File: src/rtl/screen_sequencer.sv
// Screen sequencer: TITLE -> PLAY -> WIN/LOSE -> TITLE with frame-timed fades,
// shared screen-ROM addressing and the final registered RGB stage.
module screen_sequencer #(
    parameter int unsigned IMG_W            = 160,
    parameter int unsigned IMG_H            = 120,
    parameter int unsigned HOLD_FRAMES      = 180,
    parameter int unsigned FADE_STEP_FRAMES = 4
) (
    input  logic        vga_clk,
    input  logic        reset_n,
    input  logic [9:0]  DrawX,
    input  logic [9:0]  DrawY,
    input  logic        blank,
    input  logic        start_btn,
    input  logic        win_evt,
    input  logic        lose_evt,
    input  logic [3:0]  game_red,
    input  logic [3:0]  game_green,
    input  logic [3:0]  game_blue,
    input  logic [3:0]  img_red,
    input  logic [3:0]  img_green,
    input  logic [3:0]  img_blue,
    output logic [1:0]  screen_sel,
    output logic [14:0] rom_address,
    output logic        game_run,
    output logic [3:0]  red,
    output logic [3:0]  green,
    output logic [3:0]  blue
);

    localparam int unsigned HOLD_W = $clog2(HOLD_FRAMES + 1);
    localparam int unsigned STEP_W = $clog2(FADE_STEP_FRAMES + 1);
    localparam logic [HOLD_W-1:0] HOLD_LAST = HOLD_W'(HOLD_FRAMES - 1);
    localparam logic [STEP_W-1:0] STEP_LAST = STEP_W'(FADE_STEP_FRAMES - 1);

    localparam logic [2:0] ST_TITLE    = 3'd0;
    localparam logic [2:0] ST_PLAY     = 3'd1;
    localparam logic [2:0] ST_WIN      = 3'd2;
    localparam logic [2:0] ST_LOSE     = 3'd3;
    localparam logic [2:0] ST_FADE_OUT = 3'd4;
    localparam logic [2:0] ST_FADE_IN  = 3'd5;

    localparam logic [1:0] SEL_GAME  = 2'd0;
    localparam logic [1:0] SEL_TITLE = 2'd1;
    localparam logic [1:0] SEL_WIN   = 2'd2;
    localparam logic [1:0] SEL_LOSE  = 2'd3;

    logic [2:0]        state_q, state_d;
    logic [2:0]        target_q, target_d;
    logic [1:0]        screen_sel_q, screen_sel_d;
    logic [3:0]        level_q, level_d;
    logic [HOLD_W-1:0] hold_q, hold_d;
    logic [STEP_W-1:0] step_q, step_d;
    logic              start_q, start_d;
    logic              origin_q, origin_d;
    logic              game_run_q, game_run_d;
    logic [3:0]        red_q, red_d;
    logic [3:0]        green_q, green_d;
    logic [3:0]        blue_q, blue_d;

    logic              at_origin_c;
    logic              frame_tick_c;
    logic              start_rise_c;
    logic [1:0]        target_sel_c;

    // 640x480 raster stretched down onto the IMG_W x IMG_H source image
    logic [31:0] col_c, row_c;
    always_comb begin
        col_c       = (32'(DrawX) * IMG_W) / 32'd640;
        row_c       = (32'(DrawY) * IMG_H) / 32'd480;
        rom_address = 15'(col_c + row_c * IMG_W);
    end

    assign at_origin_c  = (DrawX == 10'd0) && (DrawY == 10'd0);
    assign frame_tick_c = at_origin_c && !origin_q;
    assign start_rise_c = start_btn && !start_q;
    assign start_d      = start_btn;
    assign origin_d     = at_origin_c;

    always_comb begin
        case (target_q)
            ST_PLAY: target_sel_c = SEL_GAME;
            ST_WIN:  target_sel_c = SEL_WIN;
            ST_LOSE: target_sel_c = SEL_LOSE;
            default: target_sel_c = SEL_TITLE;
        endcase
    end

    // Next-state logic; counters only move on frame ticks
    always_comb begin
        state_d      = state_q;
        target_d     = target_q;
        screen_sel_d = screen_sel_q;
        level_d      = level_q;
        hold_d       = hold_q;
        step_d       = step_q;
        case (state_q)
            ST_TITLE: begin
                if (start_rise_c) begin
                    state_d  = ST_FADE_OUT;
                    target_d = ST_PLAY;
                end
            end
            ST_PLAY: begin
                if (win_evt) begin
                    state_d  = ST_FADE_OUT;
                    target_d = ST_WIN;
                end else if (lose_evt) begin
                    state_d  = ST_FADE_OUT;
                    target_d = ST_LOSE;
                end
            end
            ST_WIN, ST_LOSE: begin
                if (frame_tick_c) begin
                    if (hold_q == HOLD_LAST) begin
                        hold_d   = '0;
                        state_d  = ST_FADE_OUT;
                        target_d = ST_TITLE;
                    end else begin
                        hold_d = hold_q + HOLD_W'(1);
                    end
                end
            end
            ST_FADE_OUT: begin
                if (frame_tick_c) begin
                    if (step_q == STEP_LAST) begin
                        step_d  = '0;
                        level_d = level_q - 4'd1;
                        if (level_q == 4'd1) begin
                            screen_sel_d = target_sel_c;
                            state_d      = ST_FADE_IN;
                        end
                    end else begin
                        step_d = step_q + STEP_W'(1);
                    end
                end
            end
            ST_FADE_IN: begin
                if (frame_tick_c) begin
                    if (step_q == STEP_LAST) begin
                        step_d  = '0;
                        level_d = level_q + 4'd1;
                        if (level_q == 4'd14) begin
                            state_d = target_q;
                            hold_d  = '0;
                        end
                    end else begin
                        step_d = step_q + STEP_W'(1);
                    end
                end
            end
            default: begin
                state_d      = ST_TITLE;
                screen_sel_d = SEL_TITLE;
                level_d      = 4'd15;
                hold_d       = '0;
                step_d       = '0;
            end
        endcase
        game_run_d = (state_d == ST_PLAY);
    end

    // Pixel path: scale by (level+1)/16, zero during blanking
    logic [3:0] src_r_c, src_g_c, src_b_c;
    logic [7:0] scale_c;
    always_comb begin
        src_r_c = (screen_sel_q == SEL_GAME) ? game_red   : img_red;
        src_g_c = (screen_sel_q == SEL_GAME) ? game_green : img_green;
        src_b_c = (screen_sel_q == SEL_GAME) ? game_blue  : img_blue;
        scale_c = 8'(level_q) + 8'd1;
        red_d   = 4'd0;
        green_d = 4'd0;
        blue_d  = 4'd0;
        if (blank) begin
            red_d   = 4'((8'(src_r_c) * scale_c) >> 4);
            green_d = 4'((8'(src_g_c) * scale_c) >> 4);
            blue_d  = 4'((8'(src_b_c) * scale_c) >> 4);
        end
    end

    always_ff @(posedge vga_clk or negedge reset_n) begin
        if (!reset_n) begin
            state_q      <= ST_TITLE;
            target_q     <= ST_TITLE;
            screen_sel_q <= SEL_TITLE;
            level_q      <= 4'd15;
            hold_q       <= '0;
            step_q       <= '0;
            start_q      <= 1'b0;
            origin_q     <= 1'b0;
            game_run_q   <= 1'b0;
            red_q        <= 4'd0;
            green_q      <= 4'd0;
            blue_q       <= 4'd0;
        end else begin
            state_q      <= state_d;
            target_q     <= target_d;
            screen_sel_q <= screen_sel_d;
            level_q      <= level_d;
            hold_q       <= hold_d;
            step_q       <= step_d;
            start_q      <= start_d;
            origin_q     <= origin_d;
            game_run_q   <= game_run_d;
            red_q        <= red_d;
            green_q      <= green_d;
            blue_q       <= blue_d;
        end
    end

    assign screen_sel = screen_sel_q;
    assign game_run   = game_run_q;
    assign red        = red_q;
    assign green      = green_q;
    assign blue       = blue_q;

endmodule

File: config.mk
export PLATFORM = sky130hd
export DESIGN_NAME = screen_sequencer
export DESIGN_NICKNAME = d
export VERILOG_FILES = /design/src/rtl/screen_sequencer.sv
export SDC_FILE = /design/constraint.sdc
export NUM_CORES = 1
export LEC_CHECK = 0
export ABC_AREA = 1
export CORE_AREA = 3 3 115 117
export DETAILED_ROUTE_END_ITERATION = 6
export DIE_AREA = 0 0 118 120
export PLACE_DENSITY = 0.91
export SETUP_SLACK_MARGIN = 0.1
export SLEW_MARGIN = 15
export SYNTH_ARGS = -nofsm -noshare
export SYNTH_HDL_FRONTEND = slang
export SYNTH_SLANG_ARGS = --single-unit
File: constraint.sdc
create_clock -name vga_clk -period 18.8 [get_ports vga_clk]
set_input_delay 2.82 -clock vga_clk [delete_from_list [all_inputs] [get_ports vga_clk]]
set_output_delay 2.82 -clock vga_clk [all_outputs]
set_load 0.005 [all_outputs]
==> results.json, run 1 <==
{
  "finalHoldViolCount": 0,
  "dp_hpwl_microns": 13000,
  "synth_cell_types": 47,
  "drt-total-wl_microns": 15800,
  "die_h_microns": 120,
  "synth_sequential_area_ratio": 0.131,
  "postSynthNetCount": 1249,
  "numClockSinks": 37,
  "post_synth_inst_count": 1074,
  "yosys.area.top_type": "sky130_fd_sc_hd__ha_1",
  "cts_root_buf": "sky130_fd_sc_hd__clkbuf_16",
  "synthSimpleGateAreaFrac": 0.354,
  "type_of_the_most_critical_hold_path": "register to register",
  "syn_to_final_growth_pct": 15.8,
  "gp_routability_congestion": 0.885,
  "synth_xor_area_frac": 0.0395,
  "final.fill_count": 1042,
  "grt_first_pass_wirelength_microns": 27400,
  "slew-limit-headroom": 0.390,
  "critPathTopFamily": "simple AND/OR/NAND/NOR gates",
  "initial_antenna_violation_count": 0,
  "criticalPathCategory": "input pin to output pin",
  "postRouteAntennaNets": 0,
  "grt_max_degree": 38,
  "postCtsResizedCells": 0,
  "synth_compound_area_frac": 0.0953,
  "ioPinCount": 80,
  "drt-vias-per-instance": 5.25,
  "fin_crit_sh": 0.729,
  "path_common_cell": "sky130_fd_sc_hd__nand2_1",
  "post_synth_instance_area_sq_um": 7100,
  "crit_fanout": 6,
  "dominant_combinational_cell_family_by_area_after_synthesis": "simple AND/OR/NAND/NOR gates",
  "global_route.overflow_total": 0,
  "outcome": "completed",
  "finalCriticalPeriod_ns": 13.71,
  "slew_limit_fails": 0,
  "finish.net_count": 1326,
  "finalSetupViolCount": 0,
  "cpPeakStageDelay_ns": 0.59,
  "synthFlopType": "sky130_fd_sc_hd__dfrtp_1",
  "fin_skew_ns": 0.00268,
  "drive_above_1_share": 0.0998,
  "unrepaired_setup_endpoints_after_global_routing": "false",
  "insertion_delay_ns": 0.29,
  "synth.top_cells.by_count": "sky130_fd_sc_hd__nand2_1 (256), sky130_fd_sc_hd__inv_1 (204), sky130_fd_sc_hd__ha_1 (90)",
  "number_of_enable_flip_flop_cells_after_synthesis": 0,
  "via_count_of_the_first_global_routing_pass": 6567,
  "drtPass1Iterations": 6,
  "h-tree-depth": 2,
  "die_width_microns": 118,
  "antenna_cells": 0,
  "critPathLaunchType": "input pin",
  "synthAdderAreaFrac": 0.257,
  "postCtsSetupRepairBufs": 0,
  "route.vias.total": 6951,
  "cts.path.max_buffers": 2,
  "initial_utilization": 0.570,
  "critPathCaptureType": "output pin",
  "number_of_drc_markers_in_iteration_0": 445,
  "global_route.usage.total": 0.223,
  "synth.area.top_cells": "sky130_fd_sc_hd__ha_1 (16%), sky130_fd_sc_hd__nand2_1 (14%), sky130_fd_sc_hd__dfrtp_1 (11%)",
  "path_clk_slew_ns": 0.06,
  "tritoncts": "yes",
  "core_area_sq_um": 12500,
  "setup-tns-final_ns": 0,
  "max_freq_ghz": 0.0729,
  "number_of_synthesized_register_bits": 37,
  "drc_errors": 0,
  "post_synth.cell_area_avg_sq_um": 6.61,
  "critPathBufInv": 7,
  "cts_hold_buf": 0,
  "cap_viol_max_count": 0,
  "fin_util": 0.660,
  "yosys_warnings": 0,
  "port-buffer-count": 79,
  "mux_cell_area_share_after_synthesis": 0,
  "die_area_sq_um": 14200,
  "timing_worst_slew_pin_value_ns": 0.912,
  "synth.most_common_cell": "sky130_fd_sc_hd__nand2_1",
  "synth_top_area_share": 0.159,
  "fin_hold_ws_ns": 0.497,
  "cts-buffers-inserted": 5,
  "cpMaxStageDelayCell": "sky130_fd_sc_hd__clkdlybuf4s50_1",
  "critPathArrivalTime_ns": 10.89,
  "worst-endpoint-required_ns": 15.98,
  "synth-async-reset-ratio": 1.00,
  "avgRoutedWirePerCell_microns": 11.9,
  "num_rows": 41
}
[registers in the layout, indices dropped and copies added (netlist names)]
name,count
screen_sel,2
step_q,3
start_q,1
origin_q,1
blue,4
game_run,1
green,4
level_q,4
hold_q,8
red,4
state_q,3
target_q,2
[metrics by stage]
| stage | worst slack, ns | std cells | area [sq um] |
|---|---|---|---|
| 2_1_floorplan | 6.91 | 1074 | 7100 |
| 3_3_place_gp | 5.43 | 1316 | 8070 |
| 3_5_place_dp | 5.11 | 1316 | 8070 |
| 4_1_cts | 5.09 | 1324 | 8220 |
| 5_1_grt | 4.20 | 1324 | 8230 |
| 6_report | 5.09 | 1324 | 8230 |
[worst register-to-register path, delay by kind of cell (launching register included)]
family	cells	cell delay [ns]
simple gates	6	0.62
xor+xnor	1	0.73
flops	1	0.66
fa+ha+maj	4	1.54
compound gates	3	0.47
buf+inv	3	0.23
[metal layers]
metal,vias up,GRT usage,part of all wire
met1,3189,0.284,0.45
met3,34,0.0245,0.047
met4,0,0.0645,0.018
met2,189,0.400,0.48
li1,3539,-,-
met5,-,0,0
[final timing paths]
| check | from | end | slack, ns | cells after the start |
|---|---|---|---|---|
| setup reg to reg | level_q[0]$_DFFE_PN1P_ | green[3]$_DFF_PN0_ | 14.42 | 17 |
| setup / recovery | DrawY[7] | rom_address[14] | 5.09 | 53 |
| min in group asynchronous | reset_n | hold_q[1]$_DFFE_PN0P_ | 2.63 | 1 |
| hold / removal | hold_q[6]$_DFFE_PN0P_ | hold_q[7]$_DFFE_PN0P_ | 0.50 | 1 |
| hold reg to reg | hold_q[6]$_DFFE_PN0P_ | hold_q[7]$_DFFE_PN0P_ | 0.50 | 1 |
| max in group asynchronous | reset_n | step_q[0]$_DFFE_PN0P_ | 15.66 | 1 |
[final cells by class]
| cell class | count | area (sq um) | area share |
|---|---|---|---|
| clock inverters | 2 | 13.8 | 0.00167 |
| multi-input cells | 804 | 5300 | 0.644 |
| flip-flops and latches | 37 | 932 | 0.113 |
| well taps | 172 | 215 | 0.0262 |
| repair buffers | 79 | 786 | 0.0955 |
| inverters | 224 | 841 | 0.102 |
| clock buffers | 6 | 139 | 0.0169 |
[placed cells by master (no fill, tap or decap), types with 18 or more instances in the layout]
cell,count
sky130_fd_sc_hd__clkdlybuf4s50_1,78
sky130_fd_sc_hd__o21ai_0,42
sky130_fd_sc_hd__nand3_1,72
sky130_fd_sc_hd__inv_2,18
sky130_fd_sc_hd__ha_1,90
sky130_fd_sc_hd__inv_1,204
sky130_fd_sc_hd__xor2_1,23
sky130_fd_sc_hd__nand2_2,42
sky130_fd_sc_hd__nand2_1,256
sky130_fd_sc_hd__a21oi_1,30
sky130_fd_sc_hd__dfrtp_1,32
sky130_fd_sc_hd__fa_1,35
sky130_fd_sc_hd__nor2_1,82
[cell families after synthesis]
family | after synthesis
AOI/OAI and AO/OA | 112
xor gates and xnor gates | 32
adders and majority gates | 125
buffers and inverters | 233
DFF | 37
and+or+nand+nor | 535
Power of run 1 is left out: the tool's default activity adds up to more than one toggle a clock period on the data nets, which glitch-free logic cannot reach.
==> inputs of run 2 (changes only) <==
CORE_AREA = 3 3 120 122   (was 3 3 115 117)
DIE_AREA = 0 0 123 125   (was 0 0 118 120)
PLACE_DENSITY = 0.88   (was 0.91)
clock period = 11.51 ns   (was 18.8 ns; I/O delays follow)
==> run 2 against run 1 <==
  * Register-to-register slack got worse by 7.2 ns
  * Critical path depth down 4
  * Flip-flop and latch count did not move
  * Highest routed layer unchanged
  * Final area rose by 2.9%
  * Hold slack got worse by 0.0067 ns
  * Clock skew rose by 0.0021 ns
  * Clock-buffer cell count increased by 1
  * Global-route usage fell by 1.3 points
  * Critical path type unchanged
  * Die area up 8.6%
==> results.json, run 2 (synthesized netlist as in run 1, its figures left out) <==
{
  "ioPinCount": 80,
  "cap_viol_max_count": 0,
  "insertion_delay_ns": 0.29,
  "drive_above_1_share": 0.133,
  "postRouteAntennaNets": 0,
  "criticalPathCategory": "input pin to output pin",
  "number_of_drc_markers_in_iteration_0": 355,
  "critPathLaunchType": "input pin",
  "cts-buffers-inserted": 5,
  "timing_worst_slew_pin_value_ns": 0.944,
  "antenna_cells": 0,
  "dpl.cell_count": 1322,
  "critPathCaptureType": "output pin",
  "number_of_non_filler_instances_in_the_completed_layout": 1335,
  "cpPeakStageDelay_ns": 0.53,
  "tritoncts": "yes",
  "finalCriticalPeriod_ns": 10.85,
  "die_h_microns": 125,
  "critPathArrivalTime_ns": 9.12,
  "port-buffer-count": 79,
  "dp_hpwl_microns": 13100,
  "syn_to_final_growth_pct": 19.2,
  "cts.path.max_buffers": 2,
  "numClockSinks": 37,
  "type_of_the_most_critical_hold_path": "register to register",
  "drtPass1Iterations": 4,
  "detailed_place.area_sq_um": 8090,
  "largest_register_ff_count": 8,
  "die_width_microns": 123,
  "drc_errors": 0,
  "h-tree-depth": 2,
  "setup-tns-final_ns": 0,
  "finish.net_count": 1333,
  "fin_skew_ns": 0.00478,
  "num_rows": 42,
  "unrepaired_setup_endpoints_after_global_routing": "false",
  "crit_fanout": 7,
  "via_count_of_the_first_global_routing_pass": 6751,
  "global_route.usage.total": 0.210,
  "grt_max_degree": 38,
  "cts_root_buf": "sky130_fd_sc_hd__clkbuf_16",
  "finalSetupViolCount": 0,
  "largest_register": "hold_q",
  "slew_limit_fails": 0,
  "slew-limit-headroom": 0.369,
  "cpMaxStageDelayCell": "sky130_fd_sc_hd__clkdlybuf4s50_1",
  "design_area_sq_um": 8470,
  "fin_crit_sh": 0.942,
  "die_area_sq_um": 15400,
  "drt-total-wl_microns": 16200,
  "gp_routability_congestion": 0.891,
  "finalHoldViolCount": 0,
  "avgRoutedWirePerCell_microns": 12.2,
  "grt_first_pass_wirelength_microns": 27900,
  "outcome": "completed",
  "final_cell_mix": "sky130_fd_sc_hd__nand2_1 (252), sky130_fd_sc_hd__inv_1 (197), sky130_fd_sc_hd__ha_1 (82), sky130_fd_sc_hd__nor2_1 (78), sky130_fd_sc_hd__nand3_1 (70)",
  "cts_hold_buf": 0,
  "worst-endpoint-required_ns": 9.78,
  "timing.reg2reg.worst_path_depth": 17,
  "hold-path-cell-count": 1,
  "core_area_sq_um": 13300,
  "initial_antenna_violation_count": 0,
  "mostFrequentLayoutCell": "sky130_fd_sc_hd__nand2_1",
  "route.vias.total": 6959,
  "global_route.overflow_total": 0,
  "initial_utilization": 0.534,
  "path_clk_slew_ns": 0.06,
  "max_freq_ghz": 0.0922,
  "drt-vias-per-instance": 5.21
}
-- run 2: cell count changes in the layout (fill, tap and decap cells not counted), moves of 4 or more --
cell	delta
sky130_fd_sc_hd__buf_4	+7
sky130_fd_sc_hd__clkdlybuf4s50_1	-10
sky130_fd_sc_hd__dlymetal6s2s_1	+10
sky130_fd_sc_hd__ha_1	-8
sky130_fd_sc_hd__ha_4	+5
sky130_fd_sc_hd__inv_1	-7
sky130_fd_sc_hd__inv_2	+4
sky130_fd_sc_hd__nand2_1	-4
sky130_fd_sc_hd__nand2_2	+4
sky130_fd_sc_hd__nor2_1	-4
sky130_fd_sc_hd__o21ai_0	-4
-- run 2: metrics by stage --
stage          hold slack [ns]   util  setup slack, ns
2_1_floorplan            0.448      -             1.81
3_3_place_gp             0.482  0.609            0.299
3_5_place_dp             0.478  0.609           0.0518
4_1_cts                  0.485  0.621            0.113
5_1_grt                  0.522  0.637           0.0341
6_report                 0.490  0.637            0.662
-- run 2: final cells by class --
cell class,instances,area (sq um)
inverter,224,848
tap,176,220
multi-input combinational,804,5450
sequential,37,932
clock inverter,1,7.51
clock buffer,7,143
timing repair buffer,86,863
fill,1125,4830
-- run 2: path summary, 6_finish.rpt --
check                                       start               endpoint  slack [ns]
max                                      DrawY[5]        rom_address[12]        0.66
min                         hold_q[7]$_DFFE_PN0P_  hold_q[7]$_DFFE_PN0P_        0.49
max reg2reg                level_q[0]$_DFFE_PN1P_       red[3]$_DFF_PN0_        7.23
min reg2reg                 hold_q[7]$_DFFE_PN0P_  hold_q[7]$_DFFE_PN0P_        0.49
max in group asynchronous                 reset_n      blue[1]$_DFF_PN0_        9.40
min in group asynchronous                 reset_n  hold_q[1]$_DFFE_PN0P_        1.56
-- run 2: layer usage --
metal,vias to the layer above,global-route usage,routed length [microns]
met2,186,0.364,7770
met1,3178,0.277,7420
met3,33,0.0239,755
met4,0,0.0547,283
li1,3562,-,-
met5,-,0,0
-- run 2: critical path, delay by kind of cell --
family / cells / cell delay, ns
buffers and inverters: 7 / 1.41
AOI/OAI and AO/OA: 2 / 0.37
adders and majority gates: 6 / 2.16
xor gates and xnor gates: 1 / 0.20
and+or+nand+nor: 33 / 3.28
-- run 2: timing repair --
| action | in CTS | in global routing |
|---|---|---|
| cloned | 0 | 0 |
| pin swaps | 1 | 10 |
| buffers inserted | 2 | 3 |
| resized for setup | 1 | 53 |
| endpoints found under the setup margin | 1 | 6 |
Power of run 2 is left out for the same reason.
